<file path="src/rtl/medfreq.sv">
// Period meter for a slow square wave: synchronises senal, strobes each rising edge,
// reports the reloj-cycle distance between consecutive edges and flags loss of signal.
module medfreq #(
    parameter int ANCHO  = 24,
    parameter int LIMITE = 250000
) (
    input  logic             reloj,
    input  logic             reset,
    input  logic             senal,
    output logic             pulso,
    output logic [ANCHO-1:0] periodo,
    output logic             valido,
    output logic             sin_senal
);

    typedef enum logic [1:0] {ESPERA, MIDIENDO, PERDIDA} estado_t;

    localparam logic [ANCHO-1:0] LIM    = ANCHO'(LIMITE);
    localparam logic [ANCHO-1:0] LIM_M1 = ANCHO'(LIMITE - 1);

    estado_t          estado_q, estado_d;
    logic             s1_q, s1_d, s2_q, s2_d, s3_q, s3_d;
    logic             pulso_q, pulso_d, valido_q, valido_d, sin_q, sin_d;
    logic [ANCHO-1:0] periodo_q, periodo_d, cuenta_q, cuenta_d;
    logic             flanco;

    always_comb begin
        s1_d      = senal;
        s2_d      = s1_q;
        s3_d      = s2_q;
        flanco    = s2_q & ~s3_q;
        pulso_d   = flanco;
        valido_d  = 1'b0;
        estado_d  = estado_q;
        cuenta_d  = cuenta_q;
        periodo_d = periodo_q;
        sin_d     = sin_q;
        case (estado_q)
            ESPERA: begin
                if (flanco) begin
                    estado_d = MIDIENDO;
                    cuenta_d = '0;
                end
            end
            MIDIENDO: begin
                // cuenta holds P-1 when the next edge lands P cycles after the last one
                if (flanco) begin
                    periodo_d = cuenta_q + ANCHO'(1);
                    valido_d  = 1'b1;
                    cuenta_d  = '0;
                end else if (cuenta_q == LIM_M1) begin
                    estado_d = PERDIDA;
                    cuenta_d = LIM;
                    sin_d    = 1'b1;
                end else begin
                    cuenta_d = cuenta_q + ANCHO'(1);
                end
            end
            PERDIDA: begin
                if (flanco) begin
                    estado_d = MIDIENDO;
                    cuenta_d = '0;
                    sin_d    = 1'b0;
                end
            end
            default: estado_d = ESPERA;
        endcase
    end

    always_ff @(posedge reloj or posedge reset) begin
        if (reset) begin
            estado_q  <= ESPERA;
            s1_q      <= 1'b0;
            s2_q      <= 1'b0;
            s3_q      <= 1'b0;
            pulso_q   <= 1'b0;
            valido_q  <= 1'b0;
            sin_q     <= 1'b0;
            periodo_q <= '0;
            cuenta_q  <= '0;
        end else begin
            estado_q  <= estado_d;
            s1_q      <= s1_d;
            s2_q      <= s2_d;
            s3_q      <= s3_d;
            pulso_q   <= pulso_d;
            valido_q  <= valido_d;
            sin_q     <= sin_d;
            periodo_q <= periodo_d;
            cuenta_q  <= cuenta_d;
        end
    end

    assign pulso     = pulso_q;
    assign valido    = valido_q;
    assign sin_senal = sin_q;
    assign periodo   = periodo_q;

endmodule

</file>
<file path="config.mk">
export PLATFORM = sky130hd
export DESIGN_NAME = medfreq
export DESIGN_NICKNAME = d
export VERILOG_FILES = /design/src/rtl/medfreq.sv
export SDC_FILE = /design/constraint.sdc
export NUM_CORES = 1
export LEC_CHECK = 0
export CORE_MARGIN = 3
export CORE_UTILIZATION = 38
export CTS_CLUSTER_SIZE = 12
export DETAILED_ROUTE_END_ITERATION = 10
export SLEW_MARGIN = 20
export SYNTH_ARGS = -nofsm -noshare
export SYNTH_HDL_FRONTEND = slang
export SYNTH_SLANG_ARGS = --single-unit
</file>
<file path="constraint.sdc">
create_clock -name reloj -period 2.2 [get_ports reloj]
set_input_delay 0.44 -clock reloj [delete_from_list [all_inputs] [get_ports reloj]]
set_output_delay 0.44 -clock reloj [all_outputs]
set_load 0.005 [all_outputs]
</file>
==> flow_metrics.env <==
export IMPL_status="finished, final reports clean"
export IMPL_layout_drive_gt1_share=0.156
export IMPL_grt_pass1_wl_um=11400
export IMPL_detail_route_first_pass_iterations=4
export IMPL_synth_top_cell_area_share=0.477
export IMPL_fp_coreArea_um2=7370
export IMPL_gr_usage_met3=0.0272
export IMPL_synth_top_cells_by_area="sky130_fd_sc_hd__dfrtp_1, sky130_fd_sc_hd__nor2_1, sky130_fd_sc_hd__a21oi_1"
export IMPL_synth_edf_count=0
export IMPL_io_pins=30
export IMPL_netlist_area_um2=2940
export IMPL_crit_required_ns=2.40
export IMPL_setup_viol=0
export IMPL_detail_route_wirelength_um=6760
export IMPL_nets=344
export IMPL_yosysTopAreaCell="sky130_fd_sc_hd__dfrtp_1"
export IMPL_dominantRegCellSynth="sky130_fd_sc_hd__dfrtp_1"
export IMPL_finalHoldViolations=0
export IMPL_synthTopCellsByCount="sky130_fd_sc_hd__dfrtp_1, sky130_fd_sc_hd__nor2_1, sky130_fd_sc_hd__a21oi_1, sky130_fd_sc_hd__nand2_1, sky130_fd_sc_hd__a31oi_1"
export IMPL_fp_dieArea_um2=8830
export IMPL_grtUsageMet2=0.251
export IMPL_grt_usage=0.165
export IMPL_drt_vias_per_instance=5.29
export IMPL_antenna_left=0
export IMPL_cts_setup_buffers=0
export IMPL_finalNonFillerCells=439
export IMPL_period_needed_ns=2.00
export IMPL_numCtsBuffers=5
export IMPL_seqCellArea_um2=1400
export IMPL_crit_arrival_ns=2.20
export IMPL_power_density_nw_per_um2=690
export IMPL_clock_tree_from_tritoncts="yes"
export IMPL_numPortBuffers=29
export IMPL_peakVddDrop_mv=0.275
export IMPL_timing_setup_tns_ns=0
export IMPL_tightest_slew_ns=0.588
export IMPL_critical_path_endpoint_type="flop"
export IMPL_startpoint_type="flop"
export IMPL_footprint_of_the_multi_input_gates_um2=1400
export IMPL_cts_max_level=2
export IMPL_vias=2322
export IMPL_clkSlewWorstSetupHoldPaths_ns=0.10
export IMPL_nFillCells=712
export IMPL_critical_path_max_fanout=8
export IMPL_synth_distinct_cells=52
export IMPL_leakage_uw=0.00154
export IMPL_dp_cells=432
export IMPL_syn_avg_cell_area_um2=9.76
export IMPL_start_util=0.399
export IMPL_post_dp_hpwl_um=4800
export IMPL_globalRouteOverflowTotal=0
export IMPL_yosys_cell_count_top_type="sky130_fd_sc_hd__dfrtp_1"
export IMPL_grt_pass1_vias=2145
export IMPL_maxSlewViolCount=0
export IMPL_hp_class="reg -> reg"
export IMPL_max_slew_margin=0.608
export IMPL_drt_wirelength_per_cell_um=15.4
export IMPL_post_synth_inst_count=301
export IMPL_mappedNetlistNets=305
export IMPL_place_congestion=0.883
export IMPL_achievable_frequency_ghz=0.500
export IMPL_n_antenna_cell=0
export IMPL_global_route_peak_usage_layer="met2"
export IMPL_r2r_setup_slk_ns=0.20
export IMPL_die_x_um=93.9
export IMPL_ys_seq_elements=56
export IMPL_antenna_violations_before_repair=0
export IMPL_clkLatencyLatePin_ns=0.31
export IMPL_drc_violation_count_after_routing=0
export IMPL_longest_clk_path_bufs=2
export IMPL_grt_start_max_net_pins=57
export IMPL_clock_sinks=56
export IMPL_placement_rows=31
export IMPL_synthesis_to_layout_area_growth_pct=21.2
export IMPL_synth_async_reset_ratio=1.00
export IMPL_root_buffer="sky130_fd_sc_hd__clkbuf_8"
export IMPL_synth_warn=0
export IMPL_die_y_um=93.9
export IMPL_drtIter0Drc=169
export IMPL_timing_setup_critical_path_class="reg -> reg"
export IMPL_met1_usage=0.246
export IMPL_sequential_area_share_after_synthesis=0.477
export IMPL_rsz0062_at_grt="no"
export IMPL_fin_crit_sh=0.909
export IMPL_timing_max_cap_violations=0
export IMPL_finClkSkew_ns=0.00831
-- where the power goes --
group | switching, µW | internal, µW | leakage (µW)
logic | 275 | 352 | 0.000782
registers | 110 | 1170 | 0.000714
clock network | 332 | 217 | 0.0000400
-- what timing repair did --
item,CTS,global route
hold buffers,0,0
resized for setup,0,1
endpoints found under the setup margin,0,3
-- worst paths after layout --
check,start,end,depth (start not counted)
hold reg to reg,s1_q,s2_q,0
hold / removal,s1_q,s2_q,0
max in group asynchronous,reset,cuenta_q[0],3
setup / recovery,cuenta_q[1],periodo[20],6
setup reg to reg,cuenta_q[1],periodo[20],6
min in group asynchronous,reset,valido,3
-- per-stage QoR --
step           hold WS [ns]  instance area, µm²   util  total power [µW]  worst slack (ns)
3_5_place_dp          0.338                3480  0.472              1940             0.107
5_1_grt               0.375                3560  0.483              2630            0.0900
4_1_cts               0.361                3560  0.483              2490            0.0936
3_3_place_gp          0.337                3480  0.472              1930             0.122
6_report              0.357                3560  0.483              2460             0.200
2_1_floorplan         0.331                2940      -              1610             0.284
-- final cells by class --
cell class / instances / area share
tap: 99 / 0.0348
sequential: 56 / 0.393
timing repair buffer: 58 / 0.153
clock buffer: 5 / 0.0193
multi-input combinational: 215 / 0.392
inverter: 4 / 0.00421
clock inverter: 2 / 0.00351
-- metal layers --
metal / routed length, µm / share of wire
met2: 3020 / 0.45
met1: 3430 / 0.51
met4: 58 / 0.0086
met3: 249 / 0.037
met5: 0 / 0
-- layout by cell type (no fill, tap or decap), types with 4 or more instances in the layout --
cell type and instances:
sky130_fd_sc_hd__dfrtp_1 56, sky130_fd_sc_hd__a22o_1 4, sky130_fd_sc_hd__xnor2_1 11, sky130_fd_sc_hd__o31ai_1 5, sky130_fd_sc_hd__o21ai_0 9, sky130_fd_sc_hd__nand2_1 21, sky130_fd_sc_hd__buf_4 26, sky130_fd_sc_hd__clkdlybuf4s50_1 29
sky130_fd_sc_hd__xor2_1 9, sky130_fd_sc_hd__o21ai_1 5, sky130_fd_sc_hd__nand3b_1 4, sky130_fd_sc_hd__clkbuf_8 5, sky130_fd_sc_hd__a21oi_1 23, sky130_fd_sc_hd__nand3_1 9, sky130_fd_sc_hd__nand4_1 7, sky130_fd_sc_hd__nor2_1 30
sky130_fd_sc_hd__and3_1 7, sky130_fd_sc_hd__a31oi_1 16, sky130_fd_sc_hd__nand2b_1 5
-- worst max-delay path: stages, from the launching register on --
cell and delay, ns:
sky130_fd_sc_hd__dfrtp_1 0.42, sky130_fd_sc_hd__ha_1 0.27, sky130_fd_sc_hd__and3_1 0.28, sky130_fd_sc_hd__nand2_4 0.11, sky130_fd_sc_hd__or4_4 0.56, sky130_fd_sc_hd__xor2_1 0.19
sky130_fd_sc_hd__a21oi_2 0.07
-- cells by family after synthesis --
family / count (synthesis) / synth area share
AO/OA/AOI/OAI: 79 / 0.169
XOR/XNOR: 20 / 0.0596
adder cells (fa/ha/maj): 1 / 0.00426
buffers and inverters: 30 / 0.0528
flip-flops: 56 / 0.477
multiplexers: 4 / 0.0140
AND/OR/NAND/NOR: 111 / 0.223
-- registers in the layout, indices dropped and copies added (netlist names) --
register and flops:
cuenta_q 24, estado_q 2, periodo 24, pulso 1
s1_q 1, s2_q 1, s3_q 1, sin_senal 1
valido 1
(Power assumes the default switching activity.)
